$ cat src/rtl/pipe_issue_ctrl_if.sv
// Command, pipeline and result signals of the burst issue controller.
// The slave modport is the controller side; master is the driver side.
interface pipe_issue_ctrl_if #(
    parameter int DWIDTH = 32
);
    logic              cmd_valid_i;
    logic              cmd_ready_o;
    logic [DWIDTH-1:0] cmd_op1_i;
    logic [DWIDTH-1:0] cmd_op2_i;
    logic [DWIDTH-1:0] cmd_step_i;
    logic [7:0]        cmd_count_i;
    logic [DWIDTH-1:0] pipe_op1_o;
    logic [DWIDTH-1:0] pipe_op2_o;
    logic [DWIDTH-1:0] pipe_res_i;
    logic              res_valid_o;
    logic              res_ready_i;
    logic [DWIDTH-1:0] res_data_o;
    logic [7:0]        res_idx_o;
    logic              busy_o;
    logic              done_o;

    modport slave (
        input  cmd_valid_i, cmd_op1_i, cmd_op2_i,
        input  cmd_step_i, cmd_count_i,
        input  pipe_res_i, res_ready_i,
        output cmd_ready_o, pipe_op1_o, pipe_op2_o,
        output res_valid_o, res_data_o, res_idx_o,
        output busy_o, done_o
    );

    modport master (
        output cmd_valid_i, cmd_op1_i, cmd_op2_i,
        output cmd_step_i, cmd_count_i,
        output pipe_res_i, res_ready_i,
        input  cmd_ready_o, pipe_op1_o, pipe_op2_o,
        input  res_valid_o, res_data_o, res_idx_o,
        input  busy_o, done_o
    );
endinterface

$ cat src/rtl/pipe_issue_ctrl.sv
// Burst issue controller for a free-running fixed-latency pipeline.
// Credits cover in-flight slots plus FIFO entries, so results never drop.
module pipe_issue_ctrl #(
    parameter int DWIDTH     = 32,
    parameter int PIPE_LAT   = 3,
    parameter int FIFO_DEPTH = 4
) (
    input logic               clk,
    input logic               rst,
    pipe_issue_ctrl_if.slave  bus
);
    localparam logic [1:0] S_IDLE  = 2'd0;
    localparam logic [1:0] S_ISSUE = 2'd1;
    localparam logic [1:0] S_DRAIN = 2'd2;

    localparam int AW = $clog2(FIFO_DEPTH);
    localparam int OW = $clog2(FIFO_DEPTH + PIPE_LAT + 1) + 1;
    localparam logic [AW:0] FULL = (AW+1)'(FIFO_DEPTH);

    logic [1:0]        state_q, state_d;
    logic [DWIDTH-1:0] acc_q, acc_d;
    logic [DWIDTH-1:0] op2_q, op2_d;
    logic [DWIDTH-1:0] step_q, step_d;
    logic [7:0]        cnt_q, cnt_d;
    logic [7:0]        iss_q, iss_d;
    logic              done_q, done_d;

    logic [PIPE_LAT-1:0] vld_q, vld_d;
    logic [7:0]          tag_q [PIPE_LAT];
    logic [7:0]          tag_d [PIPE_LAT];

    logic [DWIDTH-1:0] mem_data [FIFO_DEPTH];
    logic [7:0]        mem_idx  [FIFO_DEPTH];
    logic [AW-1:0]     wp_q, rp_q;
    logic [AW:0]       fcnt_q, fcnt_d;

    logic [OW-1:0] inflight;
    logic [OW-1:0] occ;
    logic          credit_ok;
    logic          cmd_ready;
    logic          accept;
    logic          issue;
    logic          push;
    logic [7:0]    push_tag;
    logic          fempty;
    logic          head_valid;
    logic          pop;
    logic          wr_en;
    logic          rd_en;

    always_comb begin
        inflight = '0;
        for (int i = 0; i < PIPE_LAT; i++) begin
            inflight = inflight + OW'(vld_q[i]);
        end
    end

    assign occ       = OW'(fcnt_q) + inflight;
    assign credit_ok = occ < OW'(FIFO_DEPTH);
    assign cmd_ready = (state_q == S_IDLE) && !done_q;
    assign accept    = bus.cmd_valid_i && cmd_ready;
    assign issue     = (state_q == S_ISSUE) && credit_ok;

    assign push       = vld_q[PIPE_LAT-1];
    assign push_tag   = tag_q[PIPE_LAT-1];
    assign fempty     = (fcnt_q == '0);
    assign head_valid = !fempty || push;
    assign pop        = head_valid && bus.res_ready_i;
    // An empty FIFO forwards the exiting result straight to the head.
    assign wr_en      = push && !(pop && fempty);
    assign rd_en      = pop && !fempty;

    always_comb begin
        vld_d    = '0;
        vld_d[0] = issue;
        tag_d[0] = iss_q;
        for (int i = 1; i < PIPE_LAT; i++) begin
            vld_d[i] = vld_q[i-1];
            tag_d[i] = tag_q[i-1];
        end
    end

    always_comb begin
        fcnt_d = fcnt_q;
        if (push && !pop) begin
            fcnt_d = fcnt_q + (AW+1)'(1);
        end else if (!push && pop) begin
            fcnt_d = fcnt_q - (AW+1)'(1);
        end
    end

    always_comb begin
        state_d = state_q;
        acc_d   = acc_q;
        op2_d   = op2_q;
        step_d  = step_q;
        cnt_d   = cnt_q;
        iss_d   = iss_q;
        done_d  = 1'b0;
        case (state_q)
            S_IDLE: begin
                if (accept) begin
                    if (bus.cmd_count_i == 8'd0) begin
                        done_d = 1'b1;
                    end else begin
                        acc_d   = bus.cmd_op1_i;
                        op2_d   = bus.cmd_op2_i;
                        step_d  = bus.cmd_step_i;
                        cnt_d   = bus.cmd_count_i;
                        iss_d   = 8'd0;
                        state_d = S_ISSUE;
                    end
                end
            end
            S_ISSUE: begin
                if (issue) begin
                    acc_d = acc_q + step_q;
                    iss_d = iss_q + 8'd1;
                    if (iss_q + 8'd1 == cnt_q) begin
                        state_d = S_DRAIN;
                    end
                end
            end
            S_DRAIN: begin
                // Done once nothing remains after this cycle's shift and pop.
                if (vld_d == '0 && fcnt_d == '0) begin
                    state_d = S_IDLE;
                    done_d  = 1'b1;
                end
            end
            default: state_d = S_IDLE;
        endcase
    end

    always_ff @(posedge clk) begin
        if (rst) begin
            state_q <= S_IDLE;
            acc_q   <= '0;
            op2_q   <= '0;
            step_q  <= '0;
            cnt_q   <= '0;
            iss_q   <= '0;
            done_q  <= 1'b0;
            vld_q   <= '0;
            for (int i = 0; i < PIPE_LAT; i++) begin
                tag_q[i] <= '0;
            end
            wp_q    <= '0;
            rp_q    <= '0;
            fcnt_q  <= '0;
        end else begin
            state_q <= state_d;
            acc_q   <= acc_d;
            op2_q   <= op2_d;
            step_q  <= step_d;
            cnt_q   <= cnt_d;
            iss_q   <= iss_d;
            done_q  <= done_d;
            vld_q   <= vld_d;
            for (int i = 0; i < PIPE_LAT; i++) begin
                tag_q[i] <= tag_d[i];
            end
            if (wr_en) begin
                wp_q <= wp_q + AW'(1);
            end
            if (rd_en) begin
                rp_q <= rp_q + AW'(1);
            end
            fcnt_q  <= fcnt_d;
        end
    end

    always_ff @(posedge clk) begin
        if (wr_en) begin
            mem_data[wp_q] <= bus.pipe_res_i;
            mem_idx[wp_q]  <= push_tag;
        end
    end

    assert property (@(posedge clk) disable iff (rst)
        !(push && fcnt_q == FULL));

    assign bus.cmd_ready_o = cmd_ready;
    assign bus.pipe_op1_o  = issue ? acc_q : '0;
    assign bus.pipe_op2_o  = issue ? op2_q : '0;
    assign bus.res_valid_o = head_valid;
    assign bus.res_data_o  = !head_valid ? '0 :
                             fempty ? bus.pipe_res_i : mem_data[rp_q];
    assign bus.res_idx_o   = !head_valid ? '0 :
                             fempty ? push_tag : mem_idx[rp_q];
    assign bus.busy_o      = (state_q != S_IDLE);
    assign bus.done_o      = done_q;
endmodule

$ cat src/flat_wrapper.sv
// flat-port wrapper written by rule: the top's interface ports become plain ports
module pipe_issue_ctrl_flat 
#(
    parameter int DWIDTH     = 32,
    parameter int PIPE_LAT   = 3,
    parameter int FIFO_DEPTH = 4
)
  (clk, rst, bus_cmd_valid_i, bus_cmd_op1_i, bus_cmd_op2_i, bus_cmd_step_i, bus_cmd_count_i, bus_pipe_res_i, bus_res_ready_i, bus_cmd_ready_o, bus_pipe_op1_o, bus_pipe_op2_o, bus_res_valid_o, bus_res_data_o, bus_res_idx_o, bus_busy_o, bus_done_o);
  pipe_issue_ctrl_if #(.DWIDTH(DWIDTH)) bus_i ();
  input logic clk;
  input logic rst;
  input wire logic [$bits(bus_i.cmd_valid_i)-1:0] bus_cmd_valid_i;
  input wire logic [$bits(bus_i.cmd_op1_i)-1:0] bus_cmd_op1_i;
  input wire logic [$bits(bus_i.cmd_op2_i)-1:0] bus_cmd_op2_i;
  input wire logic [$bits(bus_i.cmd_step_i)-1:0] bus_cmd_step_i;
  input wire logic [$bits(bus_i.cmd_count_i)-1:0] bus_cmd_count_i;
  input wire logic [$bits(bus_i.pipe_res_i)-1:0] bus_pipe_res_i;
  input wire logic [$bits(bus_i.res_ready_i)-1:0] bus_res_ready_i;
  output wire logic [$bits(bus_i.cmd_ready_o)-1:0] bus_cmd_ready_o;
  output wire logic [$bits(bus_i.pipe_op1_o)-1:0] bus_pipe_op1_o;
  output wire logic [$bits(bus_i.pipe_op2_o)-1:0] bus_pipe_op2_o;
  output wire logic [$bits(bus_i.res_valid_o)-1:0] bus_res_valid_o;
  output wire logic [$bits(bus_i.res_data_o)-1:0] bus_res_data_o;
  output wire logic [$bits(bus_i.res_idx_o)-1:0] bus_res_idx_o;
  output wire logic [$bits(bus_i.busy_o)-1:0] bus_busy_o;
  output wire logic [$bits(bus_i.done_o)-1:0] bus_done_o;
  assign bus_i.cmd_valid_i = bus_cmd_valid_i;
  assign bus_i.cmd_op1_i = bus_cmd_op1_i;
  assign bus_i.cmd_op2_i = bus_cmd_op2_i;
  assign bus_i.cmd_step_i = bus_cmd_step_i;
  assign bus_i.cmd_count_i = bus_cmd_count_i;
  assign bus_i.pipe_res_i = bus_pipe_res_i;
  assign bus_i.res_ready_i = bus_res_ready_i;
  assign bus_cmd_ready_o = bus_i.cmd_ready_o;
  assign bus_pipe_op1_o = bus_i.pipe_op1_o;
  assign bus_pipe_op2_o = bus_i.pipe_op2_o;
  assign bus_res_valid_o = bus_i.res_valid_o;
  assign bus_res_data_o = bus_i.res_data_o;
  assign bus_res_idx_o = bus_i.res_idx_o;
  assign bus_busy_o = bus_i.busy_o;
  assign bus_done_o = bus_i.done_o;
  pipe_issue_ctrl #(.DWIDTH(DWIDTH), .PIPE_LAT(PIPE_LAT), .FIFO_DEPTH(FIFO_DEPTH)) u_core (.clk(clk), .rst(rst), .bus(bus_i));
endmodule
$ cat config.mk
export PLATFORM = sky130hd
export DESIGN_NAME = pipe_issue_ctrl_flat
export DESIGN_NICKNAME = d
export VERILOG_FILES = /design/src/rtl/pipe_issue_ctrl_if.sv /design/src/rtl/pipe_issue_ctrl.sv /design/src/flat_wrapper.sv
export SDC_FILE = /design/constraint.sdc
export NUM_CORES = 1
export LEC_CHECK = 0
export ABC_AREA = 1
export CAP_MARGIN = 20
export CORE_MARGIN = 2
export CORE_UTILIZATION = 44
export DETAILED_ROUTE_END_ITERATION = 16
export PLACE_DENSITY = 0.7
export SLEW_MARGIN = 20
export SYNTH_ARGS = -nofsm -noshare
export SYNTH_HDL_FRONTEND = slang
export SYNTH_SLANG_ARGS = --single-unit
$ cat constraint.sdc
create_clock -name clk -period 3.4 [get_ports clk]
set_input_delay 0.68 -clock clk [delete_from_list [all_inputs] [get_ports clk]]
set_output_delay 0.68 -clock clk [all_outputs]
set_load 0.05 [all_outputs]
# After elaboration in Yosys (flattened, before gate mapping)
# Memories as Yosys holds them, arrays and structs flattened. A register that Yosys moved wholly into a read port is not among the register bits.
# Cells that the tools add are included.
# totals
regBits	125
ram_bits	184
input_bits	140
out_inout_bits	108
elab_cells	100
n_memories	3
# mem_list
name	depth	width	read_ports	rd_ports_with_merged_regs	wr	line	text
u_core.mem_data	4	32	1	1	1	pipe_issue_ctrl.sv:32	logic [DWIDTH-1:0] mem_data [FIFO_DEPTH];
u_core.mem_idx	4	8	1	1	1	pipe_issue_ctrl.sv:33	logic [7:0] mem_idx [FIFO_DEPTH];
u_core.tag_q	3	8	3	0	3	pipe_issue_ctrl.sv:29	logic [7:0] tag_q [PIPE_LAT];
# op_classes
addsub	9
magnitude_cmp	1
eq_ne	8
muxes	38
n_bitwise	4
reduce_logical	26
# ops
op	count
$mux W32	7
$mux W8	8
$pmux W32 S2	1
$add A32 B32 Y32	1
$mux W2	9
$pmux W8 S2	1
$logic_and A1 B1 Y1	10
$logic_not A3 Y1	3
$add A8 B1 Y8 const B	1
$eq A8 B8 Y1	1
$logic_not A8 Y1	1
$mux W1	8
$mux W3	2
$ne A2 B1 Y1 const B	3
$pmux W2 S3	1
$logic_not A1 Y1	5
$reduce_and A5 Y1	1
$add A2 B1 Y2 const B	2
$add A3 B4 Y4	1
$add A4 B1 Y4	1
$lt A4 B3 Y1 const B	1
$ne A2 B2 Y1 const B	2
$reduce_and A4 Y1	1
$reduce_bool A2 Y1	2
11 further kinds	13

# Longest topological paths before layout
# logic_depth
ltp_word	11
mapped_depth	14
depth_no_buf	14

# Least setup slack after synthesis
# No wires, ideal clock.
# synth_path
path_kind	register to register
startpoint	register u_core.fcnt_q[0]
endpoint	memory u_core.mem_data[0][0], enable pin
setup_ns	0.438
arrival_ns	2.845
required_ns	2.962
path_slack_ns	0.117
stages_incl_launch_ff	7
n_path_buf	1
synth_period_minus_slack_ns	3.283
cell_sequence	dfxtp_1 inv_1 ha_1 nand2_1 clkbuf_1 o21ai_1 nor2_1
# synth_between
elab_chain_len	9
# synth_lines
element	line	text
from (decl)	pipe_issue_ctrl.sv:35	logic [AW:0] fcnt_q, fcnt_d;
from (signal assigned)	pipe_issue_ctrl.sv:169	fcnt_q <= fcnt_d;
$logic_not A3 Y1 *	pipe_issue_ctrl.sv:66	assign fempty = (fcnt_q == '0);
$logic_not A1 Y1	pipe_issue_ctrl.sv:67	assign head_valid = !fempty || push;
$logic_or A1 B1 Y1	pipe_issue_ctrl.sv:67	
$logic_and A1 B1 Y1	pipe_issue_ctrl.sv:68	assign pop = head_valid && bus.res_ready_i;
$logic_and A1 B1 Y1 *	pipe_issue_ctrl.sv:70	assign wr_en = push && !(pop && fempty);
$logic_not A1 Y1 *	pipe_issue_ctrl.sv:70	
$logic_and A1 B1 Y1 *	pipe_issue_ctrl.sv:70	
$mux W1 *	pipe_issue_ctrl.sv:174	if (wr_en) begin
$mux W1 (implied by the code) *	pipe_issue_ctrl.sv:175	mem_data[wp_q] <= bus.pipe_res_i;
to (decl)	pipe_issue_ctrl.sv:32	
# Mark *: on every way between the ends. The rest lies on a longest branch, timed or not.

# Worst setup path after layout
# layout_path
startpoint	register u_core.vld_q[0]
endpoint	output bus_pipe_op2_o[19]
# layout_between
elab_chain_len	6
# layout_lines
element	line	text
from (decl)	pipe_issue_ctrl.sv:28	logic [PIPE_LAT-1:0] vld_q, vld_d;
from (signal assigned)	pipe_issue_ctrl.sv:159	vld_q <= vld_d;
$add A1 B1 Y2	pipe_issue_ctrl.sv:54	inflight = inflight + OW'(vld_q[i]);
$add A4 B1 Y4	pipe_issue_ctrl.sv:54	
$add A3 B4 Y4	pipe_issue_ctrl.sv:58	assign occ = OW'(fcnt_q) + inflight;
$lt A4 B3 Y1	pipe_issue_ctrl.sv:59	assign credit_ok = occ < OW'(FIFO_DEPTH);
$logic_and A1 B1 Y1	pipe_issue_ctrl.sv:62	assign issue = (state_q == S_ISSUE) && credit_ok;
$mux W32	pipe_issue_ctrl.sv:185	assign bus.pipe_op2_o = issue ? op2_q : '0;
to (decl)	flat_wrapper.sv:21	output wire logic [$bits(bus_i.pipe_op2_o)-1:0] bus_pipe_op2_o;
# No other way between the ends.

==> impl_metrics.yaml <==
run_status:
  status: "finished, final reports clean"
drt:
  drtPass1Iterations: 5
  drt-wirelength-per-cell_um: 16.0
  drc: 0
  vias: 13100
  antenna_left: 0
  vias_per_cell: 5.04
  totalWireLength_mm: 41.5
  drtIter0Drc: 854
pwr:
  combPwrFrac_pct: 56.2
  p_int_mw: 10.7
  p_leak_nw: 8.56
  max-vdd-ir-drop_mv: 0.844
  seq_power_share_pct: 25.0
  switching_share_pct: 44.1
  cellPowerDensity_nw_per_um2: 936
  clockPowerShare_pct: 18.9
  p_sw_mw: 8.47
sta:
  rsz0062_at_grt: "false"
  worst_pin_slew_ns: 0.755
  final_hold_viol_count: 0
  setup_violations: 0
  post-route-period-util_pct: 94.0
  clock_skew_ns: 0.0287
  max_freq_ghz: 0.313
  finalMaxSlewViolations: 0
  tns_ns: 0
  min_period_ns: 3.19
  fin_ws_ns: 0.205
  relSlewSlack_pct: 49.6
synthesis:
  synth-edff-count: 160
  synth.net_count: 2070
  synth_top_area_share_pct: 31.4
  syn-mean-instance-area_um2: 8.11
  synthDistinctLibCells: 40
  synth_area_um2: 15300
  synth_top_flop_cell: "edfxtp_1"
  ys_warn_count: 0
  syn_inst: 1887
  synth_area_leaders: "edfxtp_1, dfxtp_1, nand2_1, nor2_1, inv_1"
  yosysTopAreaCell: "edfxtp_1"
  synthArstFlopShare_pct: 0
  seq_area_frac_synth_pct: 51.1
  synth_seq_cells: 311
place:
  post-dp-hpwl_mm: 29.7
  dp_slack_ns: 0.389
  gp_congestion: 0.941
  io_buffers: 247
setup_path:
  path_buf_inv: 3
  r2r_start: "u_core.fcnt_q[0]"
  startpoint: "u_core.vld_q[0]"
  worst_setup_path_start_kind: "register"
  reg2reg_to: "u_core.mem_data[2][29]"
  crit_path_max_fanout: 11
  reg2reg_slack_ns: 0.89
  cp.depth: 9
  crit_path_end_kind: "primary output"
  arrival_ns: 2.51
  crit_path_max_incr_delay_ns: 0.31
  worstPathCellList: "ha_1 > ha_1 > nand2_1 > inv_1 > o21ai_1 > nand3_2 > buf_12 > nor2_1 > buf_12"
  cpMaxStageDelayCell: "dfxtp_1"
  path_delay_family: "adder cells"
  worstPathRequired_ns: 2.72
  crit_type: "register to primary output"
  ff2ff_path_depth: 8
clocking:
  clkSinkCount: 311
  cts_buffers: 34
  clkLatencyLatePin_ns: 0.53
  cts_tree: "yes"
  htreeDepth: 2
  root_buffer: "clkbuf_16"
  clk_path_buf_depth: 3
  clkTransAtPathRegs_ns: 0.06
min_path:
  hold_depth: 2
  min_from: "u_core.tag_q[0][6]"
  min_path_type: "register to register"
  hold_end: "u_core.tag_q[0][14]"
global_route:
  antenna_found_initial: 5
  grt_max_degree: 81
  grt.total_usage_pct: 22.9
  grt_pass1_vias: 12800
  grt_pass1_wl_mm: 66.0
  grt_overflow: 0
run:
  maxCapViolations: 0
finish:
  nNetsFinal: 2294
  layout-drive-gt1-share_pct: 9.83
  area_delta_synth_final_pct: 34.1
  fillerInstances: 2996
  layout_commonest_cell: "nand2_1"
  seqCellArea_um2: 7830
  multi_input_area_um2: 6060
  mostFrequentLayoutCells: "nand2_1, nor2_1, inv_1"
  fin_util_pct: 59.7
die:
  die_h_um: 191
  dieArea_um2: 36300
  coreArea_um2: 34400
  initial_core_util_pct: 44.5
  die_w_um: 191
  io_pins: 248
  rows: 68
## Yosys cell counts, drive strengths merged, types with 2 or more instances
cell type and count:
nor4 2, ha 42, edfxtp 160, buf 27
o221ai 40, inv 287, nand3b 4, o22ai 5
nand2 330, clkbuf 58, or2 5, nand4 9
and2 5, o21ai 197, nor3 5, xor2 6
and3 3, nor2 328, a21oi 103, dfxtp 151
nand3 68, o211ai 2, mux2i 40, xnor2 4
## logic make-up (layout without fill, tap and decap cells)
group                      Yosys count  count (layout)  share of synthesized area (%)
AOI/OAI and AO/OA                  352             352                           12.7
other                                0               4                              0
adders and majority gates           43              43                           3.56
buffers and inverters              372             622                           9.55
DFF                                311             311                           51.1
xor gates and xnor gates            10              10                          0.572
muxes                               40              40                           2.62
and+or+nand+nor                    759             759                           19.8
## power groups by stage
stage / sequential, mW / clock (mW) / combinational (mW)
3_5_place_dp: 4.86 / 0 / 10.8
3_3_place_gp: 4.85 / 0 / 10.7
4_1_cts: 4.79 / 3.69 / 10.8
2_1_floorplan: 4.73 / 0 / 6.39
5_1_grt: 4.84 / 3.84 / 11.6
6_report: 4.80 / 3.63 / 10.8
## what timing repair did
action                     in CTS  in global routing
hold buffers                    0                  0
pin swaps                       1                  0
buffers inserted                1                  0
resized for setup               0                  2
setup endpoints to repair      53                 68
## area by class of cell
type	count	share of cell area, %
Multi-Input combinational cell	1204	29.5
Tap cell	455	2.77
Sequential cell	311	38.1
Antenna cell	4	0.0488
Timing Repair Buffer	273	18.8
Inverter	287	5.25
Clock buffer	48	4.60
Clock inverter	14	0.841
## per-layer routing
metal	routed length [um]	share of wire [%]	global-route usage, %	vias to the layer above
met4	1140	2.7	7.16	2
met5	15	0.036	0	-
met3	3380	8.1	6.09	68
li1	-	-	-	6598
met1	18300	44	29.8	5974
met2	18700	45	37.0	430
## worst min-delay path, stage by stage (launching register included)
cell     delay (ns)
dfxtp_1        0.30
inv_1          0.04
nor2_1         0.03
## sequential cells by signal (all words and copies together), names as in the netlist, 8 cells and up, named ones only
signal / count
u_core.op2_q: 32
u_core.step_q: 32
u_core.tag_q: 24
u_core.cnt_q: 8
u_core.iss_q: 8
u_core.mem_idx: 32
u_core.acc_q: 32
u_core.mem_data: 128
## through the flow
| step | instances | hold slack [ns] | power [mW] | cell area [um^2] |
|---|---|---|---|---|
| 2_1_floorplan | 1887 | 0.388 | 11.1 | 15300 |
| 3_3_place_gp | 2529 | 0.391 | 15.5 | 19400 |
| 3_5_place_dp | 2529 | 0.393 | 15.6 | 19400 |
| 4_1_cts | 2592 | 0.394 | 19.3 | 20500 |
| 5_1_grt | 2593 | 0.408 | 20.3 | 20500 |
| 6_report | 2596 | 0.390 | 19.2 | 20500 |
## worst max path at each step
stage / to
after floorplan: u_core.mem_data[0][0]
after global placement: u_core.acc_q[10]
after detailed placement: u_core.acc_q[12]
after CTS: bus_res_idx_o[2]
after global routing: bus_pipe_op1_o[0]
final: bus_pipe_op2_o[19]
(Power assumes the default switching activity.)
